[src/rtl/logic_unit_seq.sv]
// ----------------------------------------------------------------------------
// logic_unit_seq
//
// Sequential, handshaked logic unit placed between the ALU operand stage and
// writeback. The bitwise ops (AND, OR, XOR, ~opd1, ~opd2) finish at the edge
// that accepts them. The bit-scan ops (population count, count leading zeros)
// scan the latched opd1 over OPD_LENGTH/BITS_PER_CYCLE cycles.
//
// Ports
//   clk            rising-edge clock
//   rst_n          asynchronous active-low reset
//   in_valid       request valid
//   in_ready       unit can accept a request this cycle
//   opd1, opd2     operands (OPD_LENGTH bits)
//   alu_op_select  4-bit operation code
//   out_valid      logic_result / illegal_op are valid
//   out_ready      consumer accepts the result this cycle
//   logic_result   registered result (OPD_LENGTH bits)
//   illegal_op     registered; 1 = unsupported opcode
// ----------------------------------------------------------------------------
module logic_unit_seq #(
    parameter int OPD_LENGTH     = 8,
    parameter int BITS_PER_CYCLE = 1
) (
    input  logic                  clk,
    input  logic                  rst_n,
    input  logic                  in_valid,
    output logic                  in_ready,
    input  logic [OPD_LENGTH-1:0] opd1,
    input  logic [OPD_LENGTH-1:0] opd2,
    input  logic [3:0]            alu_op_select,
    output logic                  out_valid,
    input  logic                  out_ready,
    output logic [OPD_LENGTH-1:0] logic_result,
    output logic                  illegal_op
);

    localparam int N  = OPD_LENGTH / BITS_PER_CYCLE;
    localparam int CW = $clog2(OPD_LENGTH + 1);
    localparam int SW = (N > 1) ? $clog2(N) : 1;

    localparam logic [3:0] OP_AND    = 4'b0111;
    localparam logic [3:0] OP_OR     = 4'b0110;
    localparam logic [3:0] OP_XOR    = 4'b0100;
    localparam logic [3:0] OP_NOT1   = 4'b0000;
    localparam logic [3:0] OP_NOT2   = 4'b0001;
    localparam logic [3:0] OP_POPCNT = 4'b1000;
    localparam logic [3:0] OP_CLZ    = 4'b1001;

    typedef enum logic [1:0] {
        IDLE,
        ITER,
        HOLD
    } state_t;

    state_t                  state_q, state_d;
    logic [3:0]              op_q, op_d;
    logic [OPD_LENGTH-1:0]   shift_q, shift_d;
    logic [CW-1:0]           count_q, count_d;
    logic                    seen_q, seen_d;
    logic [SW-1:0]           scan_q, scan_d;
    logic [OPD_LENGTH-1:0]   result_q, result_d;
    logic                    illegal_q, illegal_d;

    logic                    accept;
    logic [CW-1:0]           count_v;
    logic                    seen_v;

    // State register plus all datapath flops; reset also aborts any scan.
    always_ff @(posedge clk or negedge rst_n) begin
        if (!rst_n) begin
            state_q   <= IDLE;
            op_q      <= '0;
            shift_q   <= '0;
            count_q   <= '0;
            seen_q    <= 1'b0;
            scan_q    <= '0;
            result_q  <= '0;
            illegal_q <= 1'b0;
        end else begin
            state_q   <= state_d;
            op_q      <= op_d;
            shift_q   <= shift_d;
            count_q   <= count_d;
            seen_q    <= seen_d;
            scan_q    <= scan_d;
            result_q  <= result_d;
            illegal_q <= illegal_d;
        end
    end

    // Next-state and datapath logic.
    // The scan operand is kept in a shift register so the bits under
    // inspection always sit at a fixed position: the low end for POPCNT
    // (LSB-first) and the high end for CLZ (MSB-first). For CLZ the
    // seen flag freezes the count once the first 1 has been passed.
    always_comb begin
        state_d   = state_q;
        op_d      = op_q;
        shift_d   = shift_q;
        count_d   = count_q;
        seen_d    = seen_q;
        scan_d    = scan_q;
        result_d  = result_q;
        illegal_d = illegal_q;

        in_ready  = (state_q == IDLE) || ((state_q == HOLD) && out_ready);
        out_valid = (state_q == HOLD);
        accept    = in_valid && in_ready;

        count_v = count_q;
        seen_v  = seen_q;
        for (int b = 0; b < BITS_PER_CYCLE; b++) begin
            if (op_q == OP_POPCNT) begin
                count_v = count_v + CW'(shift_q[b]);
            end else begin
                if (!seen_v && !shift_q[OPD_LENGTH-1-b]) begin
                    count_v = count_v + CW'(1);
                end
                if (shift_q[OPD_LENGTH-1-b]) begin
                    seen_v = 1'b1;
                end
            end
        end

        case (state_q)
            ITER: begin
                count_d = count_v;
                seen_d  = seen_v;
                scan_d  = scan_q + SW'(1);
                if (op_q == OP_POPCNT) begin
                    shift_d = shift_q >> BITS_PER_CYCLE;
                end else begin
                    shift_d = shift_q << BITS_PER_CYCLE;
                end
                // The scan length is fixed, so the result is ready after
                // exactly N cycles regardless of the operand value.
                if (scan_q == SW'(N - 1)) begin
                    result_d  = OPD_LENGTH'(count_v);
                    illegal_d = 1'b0;
                    state_d   = HOLD;
                end
            end
            HOLD: begin
                if (out_ready && !in_valid) begin
                    state_d = IDLE;
                end
            end
            default: ;
        endcase

        // Accept is only possible in IDLE or a retiring HOLD, so it never
        // collides with the ITER updates above.
        if (accept) begin
            op_d    = alu_op_select;
            shift_d = opd1;
            count_d = '0;
            seen_d  = 1'b0;
            scan_d  = '0;
            case (alu_op_select)
                OP_AND: begin
                    result_d  = opd1 & opd2;
                    illegal_d = 1'b0;
                    state_d   = HOLD;
                end
                OP_OR: begin
                    result_d  = opd1 | opd2;
                    illegal_d = 1'b0;
                    state_d   = HOLD;
                end
                OP_XOR: begin
                    result_d  = opd1 ^ opd2;
                    illegal_d = 1'b0;
                    state_d   = HOLD;
                end
                OP_NOT1: begin
                    result_d  = ~opd1;
                    illegal_d = 1'b0;
                    state_d   = HOLD;
                end
                OP_NOT2: begin
                    result_d  = ~opd2;
                    illegal_d = 1'b0;
                    state_d   = HOLD;
                end
                OP_POPCNT, OP_CLZ: begin
                    state_d = ITER;
                end
                default: begin
                    result_d  = '0;
                    illegal_d = 1'b1;
                    state_d   = HOLD;
                end
            endcase
        end
    end

    assign logic_result = result_q;
    assign illegal_op   = illegal_q;

endmodule

[config.mk]
export PLATFORM = sky130hd
export DESIGN_NAME = logic_unit_seq
export DESIGN_NICKNAME = d
export VERILOG_FILES = /design/src/rtl/logic_unit_seq.sv
export SDC_FILE = /design/constraint.sdc
export NUM_CORES = 1
export LEC_CHECK = 0
export CORE_ASPECT_RATIO = 1.25
export CORE_MARGIN = 3
export CORE_UTILIZATION = 54
export DETAILED_ROUTE_END_ITERATION = 6
export PLACE_DENSITY = 0.83
export SLEW_MARGIN = 10
export SYNTH_ARGS = -nofsm -noshare
export SYNTH_HDL_FRONTEND = slang
export SYNTH_SLANG_ARGS = --single-unit
[constraint.sdc]
create_clock -name clk -period 1.75 [get_ports clk]
set_input_delay 0.35 -clock clk [delete_from_list [all_inputs] [get_ports clk]]
set_output_delay 0.35 -clock clk [all_outputs]
set_load 0.02 [all_outputs]
==> results.sh <==
export IMPL_outcome="finished, final reports clean"
export IMPL_initial_core_util_pct=56.3
export IMPL_fin_crit_ns=1.69
export IMPL_p_leak_uw=0.00136
export IMPL_grt_use_total_pct=23.5
export IMPL_yosys_warnings=0
export IMPL_cts_buffers=5
export IMPL_syn_area_sq_um=2150
export IMPL_final_core_util_pct=76.5
export IMPL_setup_violations=0
export IMPL_syn_avg_cell_area_sq_um=8.59
export IMPL_dp_final_hpwl_mm=4.06
export IMPL_post_route_period_util_pct=96.8
export IMPL_drtAntennaViolNets=0
export IMPL_die_w_microns=62.4
export IMPL_cp_max_fo=11
export IMPL_portBuffers=34
export IMPL_syn_inst=250
export IMPL_coreArea_sq_um=3820
export IMPL_cts_tree="done"
export IMPL_slew_headroom_pct=72.8
export IMPL_dieArea_sq_um=4780
export IMPL_ys_top_cells_by_area="dfrtp_1 36%, ha_1 12%, nand2_1 7.0%"
export IMPL_drc_errors=0
export IMPL_slew_viol_final=0
export IMPL_grt_pass1_wl_mm=9.10
export IMPL_rows=25
export IMPL_synth_seq_cells=31
export IMPL_power_density_nw_per_um2=515
export IMPL_clk_pin_slew_ns=0.07
export IMPL_nNetsFinal=363
export IMPL_cp_data_arrival_time_ns=1.85
export IMPL_grt_ovfl_total=0
export IMPL_gp_congestion=0.847
export IMPL_antennaDiodeCount=0
export IMPL_worst_clock_skew_ns=0.00660
export IMPL_synth_cell_types=43
export IMPL_dr_pass1_iters=4
export IMPL_grt_pass1_vias=2124
export IMPL_wl_per_cell_microns=14.6
export IMPL_die_y_microns=76.5
export IMPL_crit_family="buffers and inverters"
export IMPL_grt_max_degree=32
export IMPL_fmax_mhz=590
export IMPL_fin_setup_tns_ns=0
export IMPL_cts_sinks=31
export IMPL_final_common_cell="nand2_1"
export IMPL_first_iter_violations=96
export IMPL_total_power_uw=1510
export IMPL_ir_worst_vdd_v=0.000289
export IMPL_cp_num_buf_inv=3
export IMPL_dpl_cell_area_sq_um=2800
export IMPL_drv_cap=0
export IMPL_ctsRootBufferMaster="clkbuf_8"
export IMPL_finalHoldViolCount=0
export IMPL_ctsHoldBuffers=0
export IMPL_final_cell_mix="39 x nand2_1, 37 x buf_4, 31 x dfrtp_1, 31 x clkdlybuf4s50_1, 22 x o21ai_1"
export IMPL_num_vias=2101
export IMPL_startpoint_type="flop"
export IMPL_htreeDepth=2
export IMPL_drive_above_1_share_pct=18.5
export IMPL_crit_slowest_cell="dfrtp_1"
export IMPL_ios=35
export IMPL_synth_top_area_share_pct=36.1
export IMPL_via_per_inst=5.63
export IMPL_clk_latency_ns=0.28
export IMPL_crit_required_ns=1.91
export IMPL_crit_chain="nor4b_4, buf_4, buf_12, nor2_1, a222oi_1, inv_1"
export IMPL_end_kind="flop"
export IMPL_worst_pin_slew_ns=0.408
export IMPL_n_fill_cell=279
export IMPL_critPathMaxStageDelay_ns=0.41
export IMPL_ctsLongestPathBuffers=2
export IMPL_setup_worst_path_class="flop to flop"
export IMPL_synth_area_leader_cell="dfrtp_1"
export IMPL_final_area_sq_um=2920
export IMPL_syn2layout_area_growth_pct=35.9
export IMPL_antenna_found_initial=0
export IMPL_syn_nets=295
export IMPL_hold_class="input pin to async pin"
export IMPL_synth_seq_area_share_pct=36.1
export IMPL_wl_mm=5.46
==> cells by family (layout without fill, tap and decap cells) <==
family | Yosys count | after routing | synth area share (%)
adder cells (fa/ha/maj) | 21 | 21 | 12.2
flip-flops | 31 | 31 | 36.1
multiplexers | 7 | 7 | 3.26
buffers and inverters | 31 | 100 | 5.88
AO/OA/AOI/OAI | 75 | 75 | 23.1
AND/OR/NAND/NOR | 82 | 82 | 18.2
XOR/XNOR | 3 | 3 | 1.22
==> what timing repair did <==
item | CTS | global route
resized for setup | 4 | 12
pin swaps | 0 | 1
buffers inserted | 0 | 1
setup endpoints to repair | 2 | 18
==> power by group <==
part / switching [uW] / leakage, uW / internal (uW)
clock: 267 / 0.0000422 / 279
combinational: 114 / 0.000983 / 130
sequential: 0 / 0.000339 / 717
==> stage by stage <==
stage | hold slack (ns) | cells | setup slack (ns)
finish | 0.473 | 373 | 0.0558
global route | 0.502 | 373 | -0.00223
CTS | 0.484 | 372 | 0.0201
detailed placement | 0.468 | 364 | -0.301
global placement | 0.462 | 364 | -0.272
floorplan | 0.0544 | 250 | 0.192
==> cell type report <==
class / instances / area, sq um / area share (%)
Clock buffer: 7 / 76.3 / 2.61
Clock inverter: 1 / 5.00 / 0.171
Inverter: 19 / 71.3 / 2.44
Multi-Input combinational cell: 188 / 1280 / 43.8
Sequential cell: 31 / 776 / 26.6
Tap cell: 54 / 67.6 / 2.31
Timing Repair Buffer: 73 / 646 / 22.1
==> sequential cells by signal (all words and copies together) (netlist names) <==
name / count
logic_result: 8
shift_q: 8
count_q: 4
op_q: 4
scan_q: 3
state_q: 2
illegal_op: 1
seen_q: 1
==> synthesized netlist by cell type <==
cell type and n:
nand2_1 40, dfrtp_1 31, o21ai_1 22, ha_1 21, inv_1 19, nor2_1 17, a21oi_1 12, mux2i_1 7
a221oi_1 6, a22oi_1 6, a2bb2oi_1 6, clkbuf_1 6, buf_2 5, and2_1 4, nand2b_1 4, nor2b_1 4
o21ai_0 4, o22ai_1 4, xnor2_1 3, a21oi_2 2, nor3_1 2, nor3b_1 2, o211ai_1 2, o31ai_1 2
a2111oi_0 1, a211oi_1 1, a21o_1 1, a222oi_1 1, a31o_2 1, a32oi_1 1, and3_1 1, and3b_1 1
buf_4 1, nand3_1 1, nand3b_1 1, nand4_1 1, nor2_2 1, nor4_1 1, nor4b_4 1, o221ai_1 1
o221ai_2 1, o311ai_1 1, or2_1 1
==> path summary, 6_finish.rpt <==
path,startpoint,end,slack (ns),cells past startpoint
max reg2reg,op_q[2],shift_q[7],0.06,6
max,op_q[2],shift_q[7],0.06,6
min in group clk,op_q[3],op_q[3],0.49,2
max in group asynchronous,rst_n,shift_q[4],0.98,2
min reg2reg,op_q[3],op_q[3],0.49,2
min,rst_n,logic_result[7],0.47,2
==> per-layer routing <==
layer	vias up	routed length (microns)	track usage (%)
met5	-	0	0
met4	0	152	11.7
met3	14	199	3.83
met2	57	2880	42.8
met1	1006	2230	26.1
li1	1024	-	-
==> worst register-to-register path, cell delays in order (launching register included) <==
cell      delay, ns
dfrtp_1        0.41
nor4b_4        0.37
buf_4          0.22
buf_12         0.14
nor2_1         0.06
a222oi_1       0.30
inv_1          0.08
Note: power is estimated with default switching activity, not from simulation.
